===== src/rtl/fb_scanout.sv =====
// fb_scanout: 640x480@60 VGA scan-out of a 160x120 3-bit framebuffer, 4x upscaled.
// The pixel tick is clk/2. The framebuffer is read one pixel tick before the pins show it.
// Optional build macro FB_BORDER_EN: forces colour 3'b111 on the outermost framebuffer
// rows and columns.
module fb_scanout #(
  parameter int unsigned H_ACTIVE   = 640,
  parameter int unsigned H_FP       = 16,
  parameter int unsigned H_SYNC     = 96,
  parameter int unsigned H_BP       = 48,
  parameter int unsigned V_ACTIVE   = 480,
  parameter int unsigned V_FP       = 10,
  parameter int unsigned V_SYNC     = 2,
  parameter int unsigned V_BP       = 33,
  parameter int unsigned SCALE_LOG2 = 2
) (
  input  logic        clk,
  input  logic        rst,
  input  logic        en,
  output logic        fb_rd_en,
  output logic [14:0] fb_rd_addr,
  input  logic [2:0]  fb_rd_data,
  output logic [7:0]  vga_r,
  output logic [7:0]  vga_g,
  output logic [7:0]  vga_b,
  output logic        vga_hs,
  output logic        vga_vs,
  output logic        vga_blank_n,
  output logic        vga_sync_n,
  output logic        vga_clk,
  output logic        vblank,
  output logic        frame_start
);
  localparam int unsigned H_TOTAL  = H_ACTIVE + H_FP + H_SYNC + H_BP;
  localparam int unsigned V_TOTAL  = V_ACTIVE + V_FP + V_SYNC + V_BP;
  localparam int unsigned HS_START = H_ACTIVE + H_FP;
  localparam int unsigned HS_END   = HS_START + H_SYNC;
  localparam int unsigned VS_START = V_ACTIVE + V_FP;
  localparam int unsigned VS_END   = VS_START + V_SYNC;

  logic        pix_en;
  logic [9:0]  h_cnt, v_cnt;
  logic        h_last, v_last;
  logic        act, hs_term, vs_term;
  logic [14:0] row15, col15, rd_addr;
  logic [2:0]  pix_c, pix_q;
  logic        s0_act, s0_hs, s0_vs;

  assign h_last  = (h_cnt == 10'(H_TOTAL - 1));
  assign v_last  = (v_cnt == 10'(V_TOTAL - 1));
  assign act     = (h_cnt < 10'(H_ACTIVE)) && (v_cnt < 10'(V_ACTIVE));
  assign hs_term = ~((h_cnt >= 10'(HS_START)) && (h_cnt < 10'(HS_END)));
  assign vs_term = ~((v_cnt >= 10'(VS_START)) && (v_cnt < 10'(VS_END)));
  assign vblank  = (v_cnt >= 10'(V_ACTIVE));
  assign vga_sync_n = 1'b0;

  // Framebuffer address: row*160 + col, with the multiply done as two shifts.
  assign row15   = 15'(v_cnt >> SCALE_LOG2);
  assign col15   = 15'(h_cnt >> SCALE_LOG2);
  assign rd_addr = (row15 << 7) + (row15 << 5) + col15;

`ifdef FB_BORDER_EN
  localparam int unsigned FB_W = H_ACTIVE >> SCALE_LOG2;
  localparam int unsigned FB_H = V_ACTIVE >> SCALE_LOG2;
  logic border, s0_border;

  assign border = (col15 == 15'd0) || (col15 == 15'(FB_W - 1)) ||
                  (row15 == 15'd0) || (row15 == 15'(FB_H - 1));
  assign pix_c  = s0_border ? 3'b111 : fb_rd_data;

  // Border flag travels with the read so it lines up with the returned data.
  always_ff @(posedge clk or posedge rst) begin
    if (rst) begin
      s0_border <= 1'b0;
    end else if (!en) begin
      s0_border <= 1'b0;
    end else if (pix_en) begin
      s0_border <= border;
    end
  end
`else
  assign pix_c = fb_rd_data;
`endif

  // Divide-by-2 pixel tick; held low while scanning is disabled.
  always_ff @(posedge clk or posedge rst) begin
    if (rst) begin
      pix_en <= 1'b0;
    end else if (!en) begin
      pix_en <= 1'b0;
    end else begin
      pix_en <= ~pix_en;
    end
  end

  // Raster counters: 800 ticks per line, 525 lines per frame.
  always_ff @(posedge clk or posedge rst) begin
    if (rst) begin
      h_cnt <= '0;
      v_cnt <= '0;
    end else if (!en) begin
      h_cnt <= '0;
      v_cnt <= '0;
    end else if (pix_en) begin
      if (h_last) begin
        h_cnt <= '0;
        v_cnt <= v_last ? 10'd0 : v_cnt + 10'd1;
      end else begin
        h_cnt <= h_cnt + 10'd1;
      end
    end
  end

  // Read / capture / pin pipeline. Tick edges issue the read and update the pins;
  // the off-tick edge in between captures the returned pixel.
  always_ff @(posedge clk or posedge rst) begin
    if (rst) begin
      fb_rd_en    <= 1'b0;
      fb_rd_addr  <= '0;
      pix_q       <= '0;
      s0_act      <= 1'b0;
      s0_hs       <= 1'b1;
      s0_vs       <= 1'b1;
      vga_r       <= '0;
      vga_g       <= '0;
      vga_b       <= '0;
      vga_hs      <= 1'b1;
      vga_vs      <= 1'b1;
      vga_blank_n <= 1'b0;
      vga_clk     <= 1'b0;
      frame_start <= 1'b0;
    end else if (!en) begin
      fb_rd_en    <= 1'b0;
      fb_rd_addr  <= '0;
      pix_q       <= '0;
      s0_act      <= 1'b0;
      s0_hs       <= 1'b1;
      s0_vs       <= 1'b1;
      vga_r       <= '0;
      vga_g       <= '0;
      vga_b       <= '0;
      vga_hs      <= 1'b1;
      vga_vs      <= 1'b1;
      vga_blank_n <= 1'b0;
      vga_clk     <= 1'b0;
      frame_start <= 1'b0;
    end else begin
      // Rises mid-pixel so the DAC samples stable pins.
      vga_clk     <= ~pix_en;
      frame_start <= pix_en & h_last & v_last;
      if (pix_en) begin
        fb_rd_en <= act;
        if (act) begin
          fb_rd_addr <= rd_addr;
        end
        s0_act      <= act;
        s0_hs       <= hs_term;
        s0_vs       <= vs_term;
        vga_r       <= s0_act ? {8{pix_q[2]}} : 8'h00;
        vga_g       <= s0_act ? {8{pix_q[1]}} : 8'h00;
        vga_b       <= s0_act ? {8{pix_q[0]}} : 8'h00;
        vga_hs      <= s0_hs;
        vga_vs      <= s0_vs;
        vga_blank_n <= s0_act;
      end else begin
        fb_rd_en <= 1'b0;
        pix_q    <= pix_c;
      end
    end
  end

endmodule


===== config.mk =====
export PLATFORM = sky130hd
export DESIGN_NAME = fb_scanout
export DESIGN_NICKNAME = d
export VERILOG_FILES = /design/src/rtl/fb_scanout.sv
export SDC_FILE = /design/constraint.sdc
export NUM_CORES = 1
export LEC_CHECK = 0
export BUFFER_PORTS_ARGS = -buffer_cell sky130_fd_sc_hd__clkbuf_2
export CORE_MARGIN = 2
export CORE_UTILIZATION = 56
export DETAILED_ROUTE_END_ITERATION = 6
export PLACE_DENSITY = 0.82
export SYNTH_ARGS = -nofsm -noshare
export SYNTH_HDL_FRONTEND = slang
export SYNTH_SLANG_ARGS = --single-unit

===== constraint.sdc =====
create_clock -name clk -period 3.1 [get_ports clk]
set_input_delay 0.465 -clock clk [delete_from_list [all_inputs] [get_ports clk]]
set_output_delay 0.465 -clock clk [all_outputs]
set_load 0.01 [all_outputs]

### Word-level counts from Yosys, hierarchy flattened

Cells that the tools add are included.

| word-level totals | value |
|---|---|
| flip-flop bits (word level) | 71 |
| latch bits | 0 |
| RAM bits | 0 |
| bits in read-only memories | 0 |
| input bits | 6 |
| output and inout bits | 47 |
| word-level logic and storage cells | 80 |
| memories kept | 0 |

| operators by class | value |
|---|---|
| add/subtract/negate cells | 4 |
| multipliers | 0 |
| divide/modulo/power cells | 0 |
| $lt $le $gt $ge | 7 |
| eq/ne operators | 6 |
| shift operators | 0 |
| multiplexer cells | 37 |
| bitwise operators | 5 |
| reductions and logical operators | 5 |

Operator list:

| operator | number |
|---|---|
| 8-bit two-way mux | 9 |
| 10-bit two-way mux | 7 |
| 15-bit two-way mux | 3 |
| 10-bit by 1-bit adder with 10-bit output (second input constant) | 2 |
| 10-bit == test (second input constant) | 2 |
| 10-bit by 9-bit >= comparator with 1-bit output (second input constant) | 2 |
| 10-bit less-than comparator (second input constant) | 2 |
| 10-bit by 9-bit less-than comparator with 1-bit output (second input constant) | 2 |
| 1-bit two-way mux | 16 |
| 15-bit by 13-bit adder with 15-bit output | 1 |
| 15-bit by 8-bit adder with 15-bit output | 1 |
| 10-bit >= comparator (second input constant) | 1 |
| 3-bit two-way mux | 2 |
| 2-bit by 1-bit != test with 1-bit output (second input constant) | 3 |
| 2-bit AND reduction | 2 |
| 1-bit logical AND | 3 |
| 1-bit NOT | 3 |
| 1-bit bitwise AND | 2 |
| 2-bit != test (second input constant) | 1 |

### Longest topological paths before layout

Gate-level depths: netlist of the first run.

| depth | value |
|---|---|
| depth after elaboration | 5 |
| mapped depth | 9 |
| depth with buffers taken out | 9 |

### Least setup slack after synthesis of the first run

No wires, ideal clock.

| timing | value |
|---|---|
| path type | reg2reg |
| start point | register v_cnt[2] |
| end point | register fb_rd_addr[13] |
| library setup time | 0.127 ns |
| arrival time | 2.142 ns |
| required time | 2.973 ns |
| slack | 0.831 ns |
| cell stages (with the launch flop) | 10 |
| buffers on the path | 0 |
| period minus slack after synthesis | 2.269 ns |
| path through | dfrtp_1 > inv_1 > fa_1 > inv_1 > ha_1 > a211oi_1 > o21ai_0 > a31oi_1 > xor2_1 > o21ai_0 |

| between the ends | value |
|---|---|
| word-level cells in the longest chain between the ends | 5 |
| elaborated cells on any way between the ends | 9 |
| those cells by class | 2 x add/sub; 1 x order compare; 1 x eq/ne; 3 x mux; 2 x reduce/logical |

Ends and longest elaborated chain:

| item | line | text |
|---|---|---|
| from (decl) | 41 | `logic [9:0] h_cnt, v_cnt;` |
| from (signal assigned) | 106 | `v_cnt <= v_last ? 10'd0 : v_cnt + 10'd1;` |
| 15-bit by 13-bit adder with 15-bit output | 59 | `assign rd_addr = (row15 << 7) + (row15 << 5) + col15;` |
| 15-bit by 8-bit adder with 15-bit output | 59 |  |
| 15-bit two-way mux | 152 | `if (act) begin` |
| 15-bit two-way mux | 150 | `if (pix_en) begin` |
| 15-bit two-way mux | 131 | `end else if (!en) begin` |
| to (signal assigned) | 153 | `fb_rd_addr <= rd_addr;` |
| to (decl) | 20 | `output logic [14:0] fb_rd_addr,` |

Several ways; a longest one is shown, not always the timed one. The select of a mux whose other input is x is not followed.
A chain may end at the register's enable or synchronous reset.

### Final worst setup path of the first run

| timing | value |
|---|---|
| start point | register v_cnt[2] |
| end point | register fb_rd_addr[14] |

Same word-level chain as after synthesis.

==> out/qor.csv, run 1 <==
stage,metric,value,unit
outcome,status,finished clean,
detailed_routing,routed_wl,6000,um
critical_path,start_kind,flip-flop,
cts,cts_resized,0,
detailed_routing,drt_first_pass_iters,5,
critical_path,r2r-start,v_cnt[2],
critical_path,critPathKind,reg2reg,
cts,htreeDepth,2,
detailed_routing,dr.first_iter.drc_count,186,
cts,clockRootBuffer,clkbuf_8,
layout,drive_above_1_share,21.0,%
critical_path,reg2reg_setup_slack,0.54,ns
power_and_ir_drop,power_frac_seq,54.6,%
layout,final_cells,422,
cts,cts.sinks,50,
placed_design,dp_slack,0.573,ns
sta,fmax,390,MHz
cts,ctsHoldBuffers,0,
logic_synthesis,yosysTopAreaCell,dfrtp_1,
power_and_ir_drop,comb_power_share,9.0,%
detailed_routing,drtAntennaViolNets,0,
logic_synthesis,synth.area.top_cells,"dfrtp_1, ha_1, buf_4",
critical_path,cp-end-kind,flip-flop,
power_and_ir_drop,internal_power,0.948,mW
sta,finalCritPeriodShare,82.7,%
global_route,grt_max_degree,51,
floorplanning,start_util,59.1,%
global_route,grt_pass1_wl,10200,um
sta,hold_violations,0,
cts,cts.clk_slew.worst_paths,0.09,ns
floorplanning,core_area,0.00517,mm2
critical_path,required,3.28,ns
logic_synthesis,syn_inst,324,
detailed_routing,routed-via-count,2394,
logic_synthesis,synth_top_area_share,37.7,%
layout,utilization,63.9,%
sta,setup_viol,0,
sta,hold_ws,0.385,ns
critical_path,crit_fanout,8,
sta,layout_setup_ws,0.535,ns
worst_hold_path,holdCritPathClass,in2async,
floorplanning,die_w,77.9,um
floorplanning,placementRows,26,
cts,clock_latency,0.31,ns
power_and_ir_drop,power_leakage,1.62,nW
floorplanning,ioPinCount,53,
layout,num_antenna_cells,0,
power_and_ir_drop,p_per_area,381,mW/mm2
logic_synthesis,synth_edf_count,0,
floorplanning,die_y,77.9,um
floorplanning,die_area,0.00606,mm2
sta,setup_tns,0,ns
power_and_ir_drop,pwr-share-clk,36.3,%
logic_synthesis,synth_flop_cell,dfrtp_1,
logic_synthesis,avgSynthCellArea,9.43,um2
sta,rsz0062_at_grt,no,
cts,post_cts_buffers,0,
detailed_routing,drc,0,
sta,final.min_clock_period,2.56,ns
logic_synthesis,synth-seq-cells,50,
detailed_routing,viasPerCell,5.67,
logic_synthesis,yosysWarningCount,0,
sta,finClkSkew,0.00958,ns
cts,cts_buffers,5,
sta,max_slew_margin,31.3,%
detailed_routing,wl_per_cell,14.2,um
power_and_ir_drop,total_power,1.26,mW
global_route,antenna_found_initial,0,
placed_design,placed_area,0.00320,mm2
layout,nNetsFinal,379,
global_route,grt_use_total,21.0,%
cts,clk_path_buf_depth,2,
power_and_ir_drop,vdd_drop_max,0.217,mV
global_route,grt_overflow,0,
power_and_ir_drop,p_sw,0.312,mW
sta,tightest_slew,1.03,ns
critical_path,reg2reg_to,fb_rd_addr[14],
logic_synthesis,syn_area,0.00306,mm2
power_and_ir_drop,switching_share,24.8,%
layout,stdcell_area,0.00331,mm2
logic_synthesis,yosysSeqAreaShare,41.1,%
critical_path,r2r_cells,8,
placed_design,dp.final_hpwl,4330,um
placed_design,place_inst,414,
sta,report.final.slew_viol_count,0,
placed_design,numPortBuffers,51,
global_route,grt_pass1_vias,2237,
logic_synthesis,synth_cell_type_count,57,
run,drv_cap,0,
layout,area_growth,8.23,%
critical_path,cp_data_arrival_time,2.74,ns
placed_design,gp_congestion,0.846,
logic_synthesis,syn_nets,352,
cts,cts_tree,done,
logic_synthesis,async_reset_ff_share,100,%
[cell type report]
type                    count  area (um2)
inverters                  15        56.3
clock inverters             2        37.5
repair buffers             53         270
multi-input cells         226        1530
clock buffers               6        72.6
well taps                  70        87.6
flip-flops and latches     50        1260
fillers                   421        1870
[metal layers]
layer,vias to the layer above,GRT usage [%],share of wire [%]
met5,-,0,0
met4,0,8.04,1.6
met3,9,3.49,5.1
met2,71,34.0,49
met1,1158,28.4,45
li1,1156,-,-
[sequential cells by signal, summed over array words and instances, names as in the netlist]
name and cells:
fb_rd_addr 15, pix_q 3, vga_clk 1, vga_vs 1
vga_hs 1, fb_rd_en 1, vga_g 1, s0_vs 1
vga_r 1, h_cnt 10, frame_start 1, vga_blank_n 1
vga_b 1, s0_hs 1, v_cnt 10, s0_act 1
[cells in the final DEF (no fill, tap or decap), types with 2 or more instances in the layout]
master | synthesis | final
and2_1 | 3 | 3
inv_1 | 15 | 14
o21ai_0 | 17 | 17
o211ai_1 | 2 | 2
buf_4 | 22 | 2
a21oi_1 | 8 | 8
clkbuf_8 | 0 | 5
a21o_1 | 2 | 2
clkbuf_2 | 1 | 51
mux2i_1 | 7 | 7
nand2_1 | 42 | 42
nor2_1 | 20 | 20
a22o_1 | 2 | 2
nor2b_1 | 6 | 6
or3_1 | 2 | 2
xnor2_1 | 4 | 4
fa_1 | 2 | 2
o31ai_1 | 3 | 3
ha_1 | 20 | 20
a21boi_0 | 15 | 15
and3_1 | 2 | 2
nor3_1 | 7 | 7
dfstp_2 | 4 | 4
nand3_1 | 15 | 15
xor2_1 | 5 | 5
nand4_1 | 5 | 5
nand2b_1 | 9 | 9
dfrtp_1 | 46 | 46
or2_2 | 2 | 2
nor4_1 | 2 | 2
[cells by family (layout without fill, tap and decap cells)]
| group | Yosys count | after routing | share of synthesized area, % |
|---|---|---|---|
| AND/OR/NAND/NOR | 125 | 125 | 21.0 |
| AO/OA/AOI/OAI | 62 | 62 | 14.5 |
| flip-flops | 50 | 50 | 41.1 |
| buffers and inverters | 48 | 76 | 8.93 |
| adder cells (fa/ha/maj) | 22 | 22 | 9.50 |
| XOR/XNOR | 9 | 9 | 2.58 |
| multiplexers | 7 | 7 | 2.29 |
| other | 1 | 1 | 0.123 |
[worst max path at each step]
stage                         from             end  slack [ns]  cells past startpoint
final                     v_cnt[2]  fb_rd_addr[14]        0.54                      8
after global placement    v_cnt[2]  fb_rd_addr[14]        0.58                      8
after floorplan           v_cnt[2]  fb_rd_addr[13]        0.83                      9
after global routing      v_cnt[2]  fb_rd_addr[14]        0.30                      8
after detailed placement  v_cnt[2]  fb_rd_addr[14]        0.57                      8
after CTS                 v_cnt[2]  fb_rd_addr[14]        0.53                      8
[critical path: stages (launching register included)]
cell and delay, ns:
dfrtp_1 0.50, inv_1 0.11, fa_1 0.57, fa_1 0.21
nand2b_1 0.15, a21o_1 0.16, a21oi_1 0.07, a2111oi_0 0.52
o21ai_0 0.15
[power groups by stage]
| stage | combinational, mW | clock [mW] | sequential (mW) |
|---|---|---|---|
| final | 0.114 | 0.458 | 0.688 |
| after global routing | 0.131 | 0.494 | 0.691 |
| after CTS | 0.117 | 0.472 | 0.688 |
| after detailed placement | 0.117 | 0 | 0.701 |
| after global placement | 0.112 | 0 | 0.699 |
| after floorplan | 0.0841 | 0 | 0.698 |
[cells in the mapped netlist (6+ instances only)]
master    number
a21oi_1        8
clkbuf_1       7
nor3_1         7
dfrtp_1       46
o21ai_0       17
nor2_1        20
nand3_1       15
nand2_1       42
buf_4         22
a21boi_0      15
inv_1         15
nor2b_1        6
mux2i_1        7
ha_1          20
nand2b_1       9
Power figures use the tool's default switching activity.
==> run 2: changes to the inputs <==
clock period = 2.4 ns   (was 3.1 ns; I/O delays follow)
==> out/qor.csv, run 2 (same netlist as run 1, synthesis figures left out) <==
stage,metric,value,unit
power_and_ir_drop,vdd_drop_max,0.215,mV
outcome,status,finished clean,
layout,area_growth,14.5,%
global_route,grt_pass1_wl,11100,um
critical_path,critPathKind,reg2reg,
cts,cts_buffers,5,
cts,cts.clk_slew.worst_paths,0.09,ns
layout,utilization,67.7,%
critical_path,crit_fanout,2,
floorplanning,die_area,0.00606,mm2
detailed_routing,viasPerCell,5.62,
detailed_routing,drt_first_pass_iters,4,
layout,final_cell_mix,"clkbuf_2, dfrtp_1, nand2_1, buf_4, nor2_1",
critical_path,slowest_stage,fa_1,
layout,mostFrequentLayoutCell,clkbuf_2,
power_and_ir_drop,pwr-share-clk,31.5,%
critical_path,path_buf_inv,2,
global_route,grt_use_total,22.9,%
sta,final.min_clock_period,2.32,ns
critical_path,cp-end-kind,flip-flop,
sta,tightest_slew,0.635,ns
critical_path,cpPeakStageDelay,0.60,ns
sta,max_slew_margin,57.7,%
global_route,grt_pass1_vias,2421,
placed_design,numPortBuffers,51,
critical_path,start_kind,flip-flop,
cts,ctsHoldBuffers,0,
power_and_ir_drop,internal_power,1.13,mW
detailed_routing,drtAntennaViolNets,0,
critical_path,path_delay_family,adder cells,
cts,htreeDepth,2,
detailed_routing,routed-via-count,2502,
layout,largest_reg_flops,15,
sta,finClkSkew,0.00518,ns
detailed_routing,wl_per_cell,15.3,um
floorplanning,die_w,77.9,um
critical_path,reg2reg_setup_slack,0.08,ns
power_and_ir_drop,power_frac_seq,57.6,%
layout,stdcell_area,0.00350,mm2
floorplanning,start_util,59.1,%
power_and_ir_drop,power_leakage,1.73,nW
run,drv_cap,0,
layout,num_antenna_cells,0,
critical_path,required,2.58,ns
power_and_ir_drop,comb_power_share,10.8,%
sta,setup_viol,0,
layout,drive_above_1_share,27.5,%
sta,finalCritPeriodShare,96.9,%
floorplanning,ioPinCount,53,
floorplanning,core_area,0.00517,mm2
layout,nNetsFinal,402,
cts,cts_tree,done,
detailed_routing,dr.first_iter.drc_count,220,
cts,cts.sinks,50,
power_and_ir_drop,switching_share,26.6,%
layout,top_regs,"fb_rd_addr x15, h_cnt x10, v_cnt x10",
cts,clock_latency,0.30,ns
sta,report.final.slew_viol_count,0,
sta,hold_violations,0,
detailed_routing,routed_wl,6810,um
power_and_ir_drop,p_sw,0.409,mW
power_and_ir_drop,p_per_area,440,mW/mm2
detailed_routing,drc,0,
global_route,grt_max_degree,51,
floorplanning,placementRows,26,
global_route,antenna_found_initial,0,
cts,clk_path_buf_depth,2,
worst_hold_path,holdCritPathClass,in2async,
sta,rsz0062_at_grt,yes,
floorplanning,die_y,77.9,um
critical_path,path_cells,"inv_1, fa_1, inv_1, ha_4, a211oi_4, o21ai_1, a31oi_1, xor2_1, o21ai_1",
placed_design,placed_area,0.00336,mm2
sta,fmax,430,MHz
layout,largest-register,fb_rd_addr,
global_route,grt_overflow,0,
critical_path,cp_data_arrival_time,2.51,ns
placed_design,gp_congestion,0.929,
placed_design,dp.final_hpwl,4880,um
layout,fillCellCount,439,
cts,clockRootBuffer,clkbuf_8,
run 2: cell count changes in the layout (fill, tap and decap cells not counted), sizes merged:
cell	change
clkinvlp	+1
buf	+23
bufinv	-1
run 2: worst paths after layout:
path | from | end | depth (start not counted)
min in group clk | fb_rd_data[2] | pix_q[2] | 3
max in group asynchronous | rst | v_cnt[4] | 3
min | rst | fb_rd_addr[4] | 3
max reg2reg | v_cnt[4] | fb_rd_addr[13] | 9
max | v_cnt[4] | fb_rd_addr[13] | 9
min reg2reg | s0_vs | s0_vs | 2
run 2: area by class of cell:
cell class / instances / area (um2) / area share (%)
flip-flops and latches: 50 / 1260 / 35.9
repair buffers: 76 / 443 / 12.7
inverters: 15 / 56.3 / 1.61
clock inverters: 2 / 15.0 / 0.429
well taps: 70 / 87.6 / 2.50
clock buffers: 6 / 72.6 / 2.07
multi-input cells: 226 / 1570 / 44.8
run 2: metrics by stage:
step	std cells	power, mW	hold slack, ns	setup TNS, ns	setup WS, ns
global placement	436	1.06	0.498	0	0.132
CTS	444	1.56	0.221	0	0.00215
global route	445	1.62	0.244	-0.0332	-0.0185
floorplan	324	1.01	0.481	0	0.131
detailed placement	436	1.07	0.498	-0.0178	-0.0178
finish	445	1.54	0.199	0	0.0753
run 2: worst register-to-register path: cells and delay by family (launching register included):
kind	cells	cell delay, ns
flip-flops	1	0.36
adder cells (fa/ha/maj)	2	0.86
buffers and inverters	2	0.16
AO/OA/AOI/OAI	4	0.65
XOR/XNOR	1	0.18
run 2: metal layers:
layer	wire length, um	track usage, %	vias up
met5	0	0	-
met4	55	6.43	0
met3	313	3.37	7
met2	3530	40.3	74
met1	2910	29.1	1228
li1	-	-	1193
run 2: what timing repair did:
item / in CTS / in global routing
setup endpoints to repair: 2 / 5
pin swaps: 0 / 5
gates resized for setup: 2 / 9
setup buffers: 0 / 1
run 2: power by group through the flow:
stage | registers (mW) | clock network, mW | logic, mW
2_1_floorplan | 0.901 | 0 | 0.109
3_3_place_gp | 0.901 | 0 | 0.159
3_5_place_dp | 0.903 | 0 | 0.162
4_1_cts | 0.887 | 0.506 | 0.166
5_1_grt | 0.889 | 0.541 | 0.188
6_report | 0.887 | 0.486 | 0.167
